$ cat src/rtl/clb_cfg_pkg.sv
// Shared types and constants for the CLB configuration loader.
// Holds the loader FSM states, the CRC polynomial and the byte-count helper.
package clb_cfg_pkg;

   typedef enum logic [1:0] {
      StIdle,
      StLoad,
      StVerify,
      StDone
   } cfg_state_e;

   localparam logic [7:0]  CRC_POLY         = 8'h07;
   localparam int unsigned BITS_PER_CLB_DEF = 17;

   function automatic int unsigned words_for(input int unsigned len);
      return (len + 32'd7) / 32'd8;
   endfunction

endpackage

$ cat src/rtl/clb_config_loader_if.sv
// Byte-stream, scan-chain and status signals of the CLB configuration loader.
// The master side feeds bytes and closes the chain; the slave side is the loader.
interface clb_cfg_if;

   logic       start;
   logic [7:0] word_in;
   logic       word_valid;
   logic       word_ready;
   logic       prog_in;
   logic       prog_en;
   logic       chain_out;
   logic       busy;
   logic       done;
   logic       error;
   logic [7:0] crc_out;

   modport master (
      output start, word_in, word_valid, chain_out,
      input  word_ready, prog_in, prog_en, busy, done, error, crc_out
   );

   modport slave (
      input  start, word_in, word_valid, chain_out,
      output word_ready, prog_in, prog_en, busy, done, error, crc_out
   );

endinterface

$ cat src/rtl/clb_config_loader_crc8.sv
// Bit-serial CRC-8 accumulator, polynomial CRC_POLY, initial value zero.
// A clear takes priority over a fold in the same cycle.
module crc8_serial
   import clb_cfg_pkg::*;
(
   input  logic       prog_clk,
   input  logic       rst,
   input  logic       i_clr,
   input  logic       i_en,
   input  logic       i_bit,
   output logic [7:0] o_crc
);

   logic [7:0] r_crc;

   always_ff @(posedge prog_clk or negedge rst) begin
      if (!rst) begin
         r_crc <= 8'h00;
      end else if (i_clr) begin
         r_crc <= 8'h00;
      end else if (i_en) begin
         r_crc <= {r_crc[6:0], 1'b0} ^ ((r_crc[7] ^ i_bit) ? CRC_POLY : 8'h00);
      end
   end

   assign o_crc = r_crc;

endmodule

$ cat src/rtl/clb_config_loader.sv
// Serializes configuration bytes into a chain of cascaded CLBs, then recirculates
// the chain once and compares the read-back CRC-8 against the load CRC-8.
module clb_config_loader
   import clb_cfg_pkg::*;
#(
   parameter int unsigned NUM_CLBS     = 4,
   parameter int unsigned BITS_PER_CLB = BITS_PER_CLB_DEF
) (
   input logic      prog_clk,
   input logic      rst,
   clb_cfg_if.slave io_cfg
);

   localparam int unsigned CHAIN_LEN = NUM_CLBS * BITS_PER_CLB;
   localparam int unsigned NUM_WORDS = words_for(CHAIN_LEN);
   localparam int unsigned CNT_W     = $clog2(CHAIN_LEN + 1);
   localparam int unsigned WC_W      = $clog2(NUM_WORDS + 1);

   cfg_state_e       r_state, w_state_d;
   logic [7:0]       r_shift, w_shift_d;
   logic [3:0]       r_bits_left, w_bits_left_d;
   logic [CNT_W-1:0] r_bit_cnt, w_bit_cnt_d;
   logic [CNT_W-1:0] r_ver_cnt, w_ver_cnt_d;
   logic [WC_W-1:0]  r_word_cnt, w_word_cnt_d;
   logic             r_prog_in, w_prog_in_d;
   logic             r_prog_en, w_prog_en_d;
   logic             r_recirc, w_recirc_d;
   logic             r_word_ready, w_word_ready_d;
   logic             r_busy, w_busy_d;
   logic             r_done, w_done_d;
   logic             r_error, w_error_d;
   logic             w_hs, w_crc_clr, w_load_en, w_ver_en;
   logic [CNT_W-1:0] w_bits_need;
   logic [7:0]       w_crc_load, w_crc_ver;

   always_comb begin
      w_state_d      = r_state;
      w_shift_d      = r_shift;
      w_bits_left_d  = r_bits_left;
      w_bit_cnt_d    = r_bit_cnt;
      w_ver_cnt_d    = r_ver_cnt;
      w_word_cnt_d   = r_word_cnt;
      w_prog_in_d    = r_prog_in;
      w_prog_en_d    = 1'b0;
      w_recirc_d     = 1'b0;
      w_done_d       = 1'b0;
      w_error_d      = r_error;
      w_crc_clr      = 1'b0;
      w_load_en      = 1'b0;
      w_ver_en       = 1'b0;
      w_hs           = r_word_ready && io_cfg.word_valid;

      unique case (r_state)
         StIdle: begin
            if (io_cfg.start) begin
               w_state_d     = StLoad;
               w_crc_clr     = 1'b1;
               w_error_d     = 1'b0;
               w_bit_cnt_d   = '0;
               w_ver_cnt_d   = '0;
               w_word_cnt_d  = '0;
               w_bits_left_d = 4'd0;
               w_prog_in_d   = 1'b0;
            end
         end
         StLoad: begin
            if (r_bits_left != 4'd0) begin
               w_prog_in_d   = r_shift[0];
               w_prog_en_d   = 1'b1;
               w_load_en     = 1'b1;
               w_shift_d     = r_shift >> 1;
               w_bits_left_d = r_bits_left - 4'd1;
               w_bit_cnt_d   = r_bit_cnt + CNT_W'(1);
            end
            // A handshake on the last held bit refills the shifter with no bubble.
            if (w_hs) begin
               w_shift_d     = io_cfg.word_in;
               w_bits_left_d = 4'd8;
               w_word_cnt_d  = r_word_cnt + WC_W'(1);
            end
            if (w_bit_cnt_d == CNT_W'(CHAIN_LEN)) begin
               w_state_d = StVerify;
            end
         end
         StVerify: begin
            w_recirc_d  = 1'b1;
            w_prog_en_d = 1'b1;
            // The first VERIFY cycle still carries the final load bit into the chain.
            if (r_recirc && r_prog_en) begin
               w_ver_en    = 1'b1;
               w_ver_cnt_d = r_ver_cnt + CNT_W'(1);
            end
            if (w_ver_cnt_d == CNT_W'(CHAIN_LEN)) begin
               w_state_d   = StDone;
               w_recirc_d  = 1'b0;
               w_prog_en_d = 1'b0;
            end
         end
         StDone: begin
            w_done_d  = 1'b1;
            w_error_d = r_error || (w_crc_ver != w_crc_load);
            w_state_d = StIdle;
         end
      endcase

      w_busy_d       = (w_state_d == StLoad) || (w_state_d == StVerify);
      w_bits_need    = CNT_W'(CHAIN_LEN) - w_bit_cnt_d;
      w_word_ready_d = (w_state_d == StLoad) && (w_bits_left_d <= 4'd1) &&
                       (w_bits_need > CNT_W'(w_bits_left_d)) &&
                       (w_word_cnt_d < WC_W'(NUM_WORDS));
   end

   always_ff @(posedge prog_clk or negedge rst) begin
      if (!rst) begin
         r_state      <= StIdle;
         r_shift      <= 8'h00;
         r_bits_left  <= 4'd0;
         r_bit_cnt    <= '0;
         r_ver_cnt    <= '0;
         r_word_cnt   <= '0;
         r_prog_in    <= 1'b0;
         r_prog_en    <= 1'b0;
         r_recirc     <= 1'b0;
         r_word_ready <= 1'b0;
         r_busy       <= 1'b0;
         r_done       <= 1'b0;
         r_error      <= 1'b0;
      end else begin
         r_state      <= w_state_d;
         r_shift      <= w_shift_d;
         r_bits_left  <= w_bits_left_d;
         r_bit_cnt    <= w_bit_cnt_d;
         r_ver_cnt    <= w_ver_cnt_d;
         r_word_cnt   <= w_word_cnt_d;
         r_prog_in    <= w_prog_in_d;
         r_prog_en    <= w_prog_en_d;
         r_recirc     <= w_recirc_d;
         r_word_ready <= w_word_ready_d;
         r_busy       <= w_busy_d;
         r_done       <= w_done_d;
         r_error      <= w_error_d;
      end
   end

   crc8_serial u_crc_load (
      .prog_clk (prog_clk),
      .rst      (rst),
      .i_clr    (w_crc_clr),
      .i_en     (w_load_en),
      .i_bit    (r_shift[0]),
      .o_crc    (w_crc_load)
   );

   crc8_serial u_crc_ver (
      .prog_clk (prog_clk),
      .rst      (rst),
      .i_clr    (w_crc_clr),
      .i_en     (w_ver_en),
      .i_bit    (io_cfg.chain_out),
      .o_crc    (w_crc_ver)
   );

   assign io_cfg.prog_in    = r_recirc ? io_cfg.chain_out : r_prog_in;
   assign io_cfg.prog_en    = r_prog_en;
   assign io_cfg.word_ready = r_word_ready;
   assign io_cfg.busy       = r_busy;
   assign io_cfg.done       = r_done;
   assign io_cfg.error      = r_error;
   assign io_cfg.crc_out    = w_crc_load;

endmodule
$ cat src/flat_wrapper.sv
// flat-port wrapper written by rule: the top's interface ports become plain ports
module clb_config_loader_flat import clb_cfg_pkg::*;
#(
   parameter int unsigned NUM_CLBS     = 4,
   parameter int unsigned BITS_PER_CLB = BITS_PER_CLB_DEF
)
  (prog_clk, rst, io_cfg_start, io_cfg_word_in, io_cfg_word_valid, io_cfg_chain_out, io_cfg_word_ready, io_cfg_prog_in, io_cfg_prog_en, io_cfg_busy, io_cfg_done, io_cfg_error, io_cfg_crc_out);
  clb_cfg_if io_cfg_i ();
  input logic prog_clk;
  input logic rst;
  input wire logic [$bits(io_cfg_i.start)-1:0] io_cfg_start;
  input wire logic [$bits(io_cfg_i.word_in)-1:0] io_cfg_word_in;
  input wire logic [$bits(io_cfg_i.word_valid)-1:0] io_cfg_word_valid;
  input wire logic [$bits(io_cfg_i.chain_out)-1:0] io_cfg_chain_out;
  output wire logic [$bits(io_cfg_i.word_ready)-1:0] io_cfg_word_ready;
  output wire logic [$bits(io_cfg_i.prog_in)-1:0] io_cfg_prog_in;
  output wire logic [$bits(io_cfg_i.prog_en)-1:0] io_cfg_prog_en;
  output wire logic [$bits(io_cfg_i.busy)-1:0] io_cfg_busy;
  output wire logic [$bits(io_cfg_i.done)-1:0] io_cfg_done;
  output wire logic [$bits(io_cfg_i.error)-1:0] io_cfg_error;
  output wire logic [$bits(io_cfg_i.crc_out)-1:0] io_cfg_crc_out;
  assign io_cfg_i.start = io_cfg_start;
  assign io_cfg_i.word_in = io_cfg_word_in;
  assign io_cfg_i.word_valid = io_cfg_word_valid;
  assign io_cfg_i.chain_out = io_cfg_chain_out;
  assign io_cfg_word_ready = io_cfg_i.word_ready;
  assign io_cfg_prog_in = io_cfg_i.prog_in;
  assign io_cfg_prog_en = io_cfg_i.prog_en;
  assign io_cfg_busy = io_cfg_i.busy;
  assign io_cfg_done = io_cfg_i.done;
  assign io_cfg_error = io_cfg_i.error;
  assign io_cfg_crc_out = io_cfg_i.crc_out;
  clb_config_loader #(.NUM_CLBS(NUM_CLBS), .BITS_PER_CLB(BITS_PER_CLB)) u_core (.prog_clk(prog_clk), .rst(rst), .io_cfg(io_cfg_i));
endmodule
$ cat config.mk
export PLATFORM = sky130hd
export DESIGN_NAME = clb_config_loader_flat
export DESIGN_NICKNAME = d
export VERILOG_FILES = /design/src/rtl/clb_cfg_pkg.sv /design/src/rtl/clb_config_loader_if.sv /design/src/rtl/clb_config_loader_crc8.sv /design/src/rtl/clb_config_loader.sv /design/src/flat_wrapper.sv
export SDC_FILE = /design/constraint.sdc
export NUM_CORES = 1
export LEC_CHECK = 0
export ABC_AREA = 1
export BUFFER_PORTS_ARGS = -buffer_cell sky130_fd_sc_hd__buf_2
export CAP_MARGIN = 30
export CORE_ASPECT_RATIO = 1.75
export CORE_MARGIN = 2
export CORE_UTILIZATION = 40
export CTS_CLUSTER_DIAMETER = 40
export DETAILED_ROUTE_END_ITERATION = 8
export PLACE_DENSITY = 0.56
export SLEW_MARGIN = 20
export SYNTH_ARGS = -nofsm -noshare
export SYNTH_HDL_FRONTEND = slang
export SYNTH_SLANG_ARGS = --single-unit
$ cat constraint.sdc
create_clock -name prog_clk -period 3.75 [get_ports prog_clk]
set_clock_uncertainty 0.2 [all_clocks]
set_input_delay 1.125 -clock prog_clk [delete_from_list [all_inputs] [get_ports prog_clk]]
set_output_delay 1.125 -clock prog_clk [all_outputs]
set_load 0.005 [all_outputs]
== After elaboration in Yosys (flattened, before gate mapping) ==
Index checks and enable logic that the tools add are counted.

* Register bits: 55
* Latch bits: 0
* Bits in writable memories: 0
* Bits in read-only memories: 0
* Input port bits: 13
* Output and inout port bits: 14
* Logic and storage cells: 98
* Memories kept: 0

* Add/subtract/negate cells: 5
* Multiply operators: 0
* Div/mod/pow operators: 0
* Order comparisons: 3
* Equal/unequal tests: 10
* Shift operators: 0
* Muxes and demuxes: 42
* Bitwise logic cells: 4
* Reductions and logical operators: 19

{| class="wikitable"
|+ Operators with widths
! cell !! count
|-
| two-way mux 8 bit || 6
|-
| two-way mux 7 bit || 6
|-
| case mux 7 bit (2 select lines) || 2
|-
| two-way mux 4 bit || 5
|-
| case mux 4 bit (2 select lines) || 2
|-
| XOR 8 x 3 -> 8 bit || 2
|-
| adder 7 x 1 -> 7 bit (second input constant) || 2
|-
| equality test 7 bit (second input constant) || 2
|-
| two-way mux 1 bit || 12
|-
| nonzero test 2 bit || 6
|-
| inequality test 8 bit || 1
|-
| case mux 2 bit (4 select lines) || 1
|-
| > comparator 7 x 4 -> 1 bit || 1
|-
| subtractor 7 bit (first input constant) || 1
|-
| equality test 2 bit (second input constant) || 3
|-
| two-way mux 2 bit || 3
|-
| two-way mux 3 bit || 2
|-
| case mux 1 bit (2 select lines) || 3
|-
| AND reduction 2 bit || 3
|-
| logical AND 1 bit || 5
|-
| adder 4 x 1 -> 4 bit (second input constant) || 1
|-
| equality test 2 x 1 -> 1 bit (second input constant) || 2
|-
| <= comparator 4 x 1 -> 1 bit (second input constant) || 1
|-
| < comparator 4 bit (second input constant) || 1
|-
| 8 further kinds || 10
|}

== Longest topological paths before layout ==
* Depth in word-level cells: 10
* Mapped depth: 21
* Gate-level depth less buffers: 21

== By module ==
From an unflattened synthesis, not the netlist that was laid out.

* Cell total of the unflattened synthesis: 439
* Area, all modules: 3320.7 µm²

{| class="wikitable"
|+ Modules (own cells, without submodules)
! module !! times used !! cells an instance !! area an instance (µm²)
|-
| clb_config_loader || 1 || 355 || 2592.5
|-
| crc8_serial || 2 || 42 || 364.1
|}

== Worst setup path after synthesis ==
OpenSTA, ideal clock, no wires.

* Path kind: in2reg
* Start: in io_cfg_start
* End: reg u_core.r_word_ready (netlist: u_core.io_cfg.word_ready)
* Arrival: 2.849 ns
* Data required time: 3.435 ns
* Path slack: 0.586 ns
* Cell stages on the path: 19
* Cells stage by stage: nand2_4 o21ai_4 nand2_2 nand2_1 nand2_2 inv_1 ha_1 inv_1 nand2_2 nand2_1 ha_1 a21oi_1 o21ai_0 a21oi_1 a21oi_1 a21oi_1 nand3_1 nor2_1 nor2_1

* Word-level cells in the longest chain between the ends: 6
* Elaborated cells between the ends (all ways): 16
* Those cells by class: add/sub (1); order compare (3); eq/ne (1); mux (8); reduce/logical (3)

{| class="wikitable"
|+ RTL lines
! what !! line !! RTL
|-
| start, declared || flat_wrapper.sv:11 || <nowiki>input wire logic [$bits(io_cfg_i.start)-1:0] io_cfg_start;</nowiki>
|-
| two-way mux 7 bit || clb_config_loader.sv:55 || <nowiki>if (io_cfg.start) begin</nowiki>
|-
| case mux 7 bit (2 select lines) || clb_config_loader.sv:53 || <nowiki>unique case (r_state)</nowiki>
|-
| via u_core.w_bit_cnt_d[0] || clb_config_loader.sv:22 || <nowiki>logic [CNT_W-1:0] r_bit_cnt, w_bit_cnt_d;</nowiki>
|-
| subtractor 7 bit || clb_config_loader.sv:107 || <nowiki>w_bits_need = CNT_W'(CHAIN_LEN) - w_bit_cnt_d;</nowiki>
|-
| > comparator 7 x 4 -> 1 bit || clb_config_loader.sv:109 || <nowiki>(w_bits_need > CNT_W'(w_bits_left_d)) &&</nowiki>
|-
| logical AND 1 bit || clb_config_loader.sv:108 || <nowiki>w_word_ready_d = (w_state_d == StLoad) && (w_bits_left_d <= 4'd1) &&</nowiki>
|-
| logical AND 1 bit || clb_config_loader.sv:109 ||
|-
| via u_core.w_word_ready_d || clb_config_loader.sv:28 || <nowiki>logic r_word_ready, w_word_ready_d;</nowiki>
|-
| end signal, assigned || clb_config_loader.sv:138 || <nowiki>r_word_ready <= w_word_ready_d;</nowiki>
|-
| end, declared || clb_config_loader.sv:28 ||
|}

The timed path passes the listed nets, and every way through them passes these cells.
A chain may end at the register's enable or synchronous reset.

== Worst setup path after layout ==
* Start: reg u_core.r_state[0]
* End: reg u_core.r_word_ready (netlist: u_core.io_cfg.word_ready)

* Word-level cells in the longest chain between the ends: 6
* Elaborated cells between the ends (all ways): 19
* Those cells by class: add/sub (1); order compare (3); eq/ne (4); mux (7); reduce/logical (4)

{| class="wikitable"
|+ RTL lines
! what !! line !! RTL
|-
| start, declared || clb_config_loader.sv:19 || <nowiki>cfg_state_e r_state, w_state_d;</nowiki>
|-
| start signal, assigned || clb_config_loader.sv:115 || <nowiki>r_state <= StIdle;</nowiki>
|-
| start signal, assigned || clb_config_loader.sv:129 || <nowiki>r_state <= w_state_d;</nowiki>
|-
| equality test 2 x 1 -> 1 bit or logical NOT 2 bit (tied branches) || clb_config_loader.sv:53 ||
|-
| case mux 7 bit (2 select lines) * || clb_config_loader.sv:53 ||
|-
| via u_core.w_bit_cnt_d[0] || clb_config_loader.sv:22 ||
|-
| subtractor 7 bit * || clb_config_loader.sv:107 ||
|-
| > comparator 7 x 4 -> 1 bit * || clb_config_loader.sv:109 ||
|-
| logical AND 1 bit * || clb_config_loader.sv:108 ||
|-
| logical AND 1 bit * || clb_config_loader.sv:109 ||
|-
| via u_core.w_word_ready_d || clb_config_loader.sv:28 ||
|}

Mark *: on every way through the listed nets, which the timed path passes. The rest lies on a longest branch.

==> reports/results.ini <==
[timing]
worst_pin_slew_ps=559.0
final.setup.tns_ps=0
max_freq_ghz=0.3039
rsz0062_at_grt=false
hold_viol_final=0
relSlewSlack_pct=62.73
setup_viol=0
fin_crit_ps=3291
period_share_pct=87.75
drv_slew=0

[yosys]
syn_area_mm2=0.003202
synth_edf_count=0
avgSynthCellArea_um2=8.005
synthSimpleGateAreaFrac_pct=24.54
synthesis.nets=427
yosys_warnings=0
synth_top_family_by_area=simple AND/OR/NAND/NOR gates
synth-seq-cells=55
yosys-mux-area-fraction_pct=0.6643
synthAdderAreaFrac_pct=5.471
synthDistinctLibCells=36
async_reset_ff_share_pct=100.0
yosysSeqAreaShare_pct=42.99
synth_compound_area_share_pct=11.61
synth-xor-area-share_pct=5.744
netlist_instances=400
ys.flop_type=dfrtp_1

[clock_tree]
htree_levels=2
clock_path_buffers=2
path_clk_slew_ps=70
postCtsSetupBuffers=0
cts.sink_count=55
root_buffer=clkbuf_16
insertion_delay_ps=290
cts_resized=0
cts_buffers=5
postCtsHoldBufs=0
cts_tree=yes

[layout]
seq_area_mm2=0.001376
fillers=792
nNetsFinal=461
multi_input_area_mm2=0.001538
drive_gt1_share_pct=14.48
final_area_mm2=0.003638
antennaDiodeCount=0
synthToLayoutAreaGrowth_pct=13.64

[global_routing]
antenna_found_initial=0
grt_pass1_vias=2626
grt_max_degree=23
gr-total-overflow=0
grt_first_pass_wirelength_um=12360
grt.total_usage_pct=18.05

[worst_setup_path]
critPathLaunchType=flop
critical_path_class=reg -> reg
crit_fanout=15
crit_required_ps=3740
arrival_ps=3280
worst_setup_path_end_kind=flop

[detailed_routing]
routed_wirelength_um=7266
drt_iter0_drc=146
vias_per_cell=5.078
vias=2666
post-route-drc-count=0
ant_nets=0
dr.pass1.iters=4
detail_route.wl_per_cell_um=13.84

[hold_path]
hp-class=reg -> reg

[power_and_ir_drop]
cellLeakagePower_nw=1.899
p_per_area_mw_per_mm2=840.2
peakVddDrop_uv=555.9

[run]
maxCapViolations=0

[floorplan]
design.portCount=27
die_h_um=122.4
rows=43
initial_core_util_pct=40.76
coreArea_mm2=0.007855
dieWidth_um=71.63
die_area_mm2=0.008764

[place]
gp_routability_congestion=0.8492
dpl-instance-area_mm2=0.003487
io_buffers=26
post-dp-hpwl_um=5780

[run_status]
status=finished clean

## synth_stat cells (all sizes together) (2+ instances only)
master / n / area, um2
nand2: 102 / 412.9
inv: 68 / 257.8
dfrtp: 55 / 1376
nand3: 36 / 190.2
nor2: 26 / 107.6
o21ai: 24 / 142.6
ha: 14 / 175.2
o22ai: 13 / 81.33
xor2: 11 / 96.34
xnor2: 10 / 87.58
a21oi: 8 / 43.79
a31oi: 8 / 50.05
nand4: 8 / 50.05
buf: 4 / 22.52
clkbuf: 2 / 7.510
nand3b: 2 / 15.01
## through the flow
stage / util [%] / total power [W] / setup WS (ps) / hold WS, ps / std cells
global placement: 44.04 / 0.002573 / 253.3 / 286.5 / 516
floorplan: - / 0.002174 / 585.6 / 263.2 / 400
detailed placement: 44.39 / 0.002612 / 166.1 / 291.2 / 517
global route: 46.32 / 0.003388 / 159.2 / 356.5 / 525
CTS: 46.32 / 0.003105 / 453.1 / 307.3 / 525
finish: 46.32 / 0.003057 / 459.2 / 304.9 / 525
## layout make-up
| class | instances | share of cell area, % |
|---|---|---|
| Clock buffer | 7 | 3.920 |
| Sequential cell | 55 | 37.83 |
| Clock inverter | 1 | 0.2407 |
| Inverter | 68 | 7.084 |
| Timing Repair Buffer | 33 | 5.571 |
| Tap cell | 90 | 3.095 |
| Multi-Input combinational cell | 271 | 42.26 |
## flip-flops by register name, indices dropped and copies added (netlist names)
| signal | count |
|---|---|
| u_core.r_bits_left | 4 |
| u_core.r_state | 2 |
| u_core.u_crc_load.o_crc | 8 |
| u_core.r_prog_in | 1 |
| u_core.io_cfg.prog_en | 1 |
| u_core.r_shift | 8 |
| u_core.r_recirc | 1 |
| u_core.io_cfg.done | 1 |
| u_core.r_bit_cnt | 7 |
| u_core.io_cfg.busy | 1 |
| u_core.r_word_cnt | 4 |
| u_core.u_crc_ver.o_crc | 8 |
| u_core.r_ver_cnt | 7 |
| u_core.io_cfg.error | 1 |
| u_core.io_cfg.word_ready | 1 |
## layout by cell type, fill, tap and decap left out, types with 10 or more instances in the layout
cell type | synthesis | routed
buf_2 | 3 | 26
dfrtp_1 | 55 | 55
ha_1 | 14 | 14
inv_1 | 63 | 63
nand2_1 | 94 | 94
nand3_1 | 34 | 34
nor2_1 | 24 | 24
o21ai_0 | 20 | 20
o22ai_1 | 13 | 13
xnor2_1 | 10 | 10
xor2_1 | 11 | 11
## critical path, stage by stage (launching register included)
cell and delay (ps):
dfrtp_1 440, inv_1 120, ha_1 350, nand2_4 180, o21ai_4 160, nand2_2 90
nand2_1 70, nand2_2 80, inv_1 80, ha_1 170, inv_1 50, nand2_2 70
nand2_1 50, ha_1 300, a21oi_1 140, o21ai_0 100, a21oi_1 130, a21oi_1 50
a21oi_1 110, nand3_1 80, nor2_1 90, nor2_1 50
## final timing paths
path	from	end	slack [ps]	cells after the start
setup reg to reg	u_core.r_state[0]$_DFF_PN0_	u_core.io_cfg.word_ready$_DFF_PN0_	460	21
setup / recovery	u_core.r_state[0]$_DFF_PN0_	u_core.io_cfg.word_ready$_DFF_PN0_	460	21
hold reg to reg	u_core.r_prog_in$_DFFE_PN0P_	u_core.r_prog_in$_DFFE_PN0P_	300	1
min in group asynchronous	rst	u_core.r_ver_cnt[3]$_DFFE_PN0P_	620	1
max in group asynchronous	rst	u_core.u_crc_ver.o_crc[1]$_DFFE_PN0P_	2030	3
hold / removal	u_core.r_prog_in$_DFFE_PN0P_	u_core.r_prog_in$_DFFE_PN0P_	300	1
## kinds of logic after synthesis
family,Yosys count
compound gates,59
xor+xnor,21
fa+ha+maj,14
buf+inv,74
flops,55
mux,2
simple gates,175
## power breakdown
part	internal, W	switching (W)
logic	0.000627	0.00103
clock network	0.000268	0.000212
registers	0.000765	0.000158
## layer usage
| layer | GRT usage [%] | vias up | wire length, um |
|---|---|---|---|
| li1 | - | 1362 | - |
| met1 | 19.47 | 1259 | 2863 |
| met2 | 34.14 | 34 | 4085 |
| met3 | 2.791 | 11 | 127 |
| met4 | 7.429 | 0 | 189 |
| met5 | 0 | - | 0 |
No activity file was read; power rests on OpenSTA's default activity.
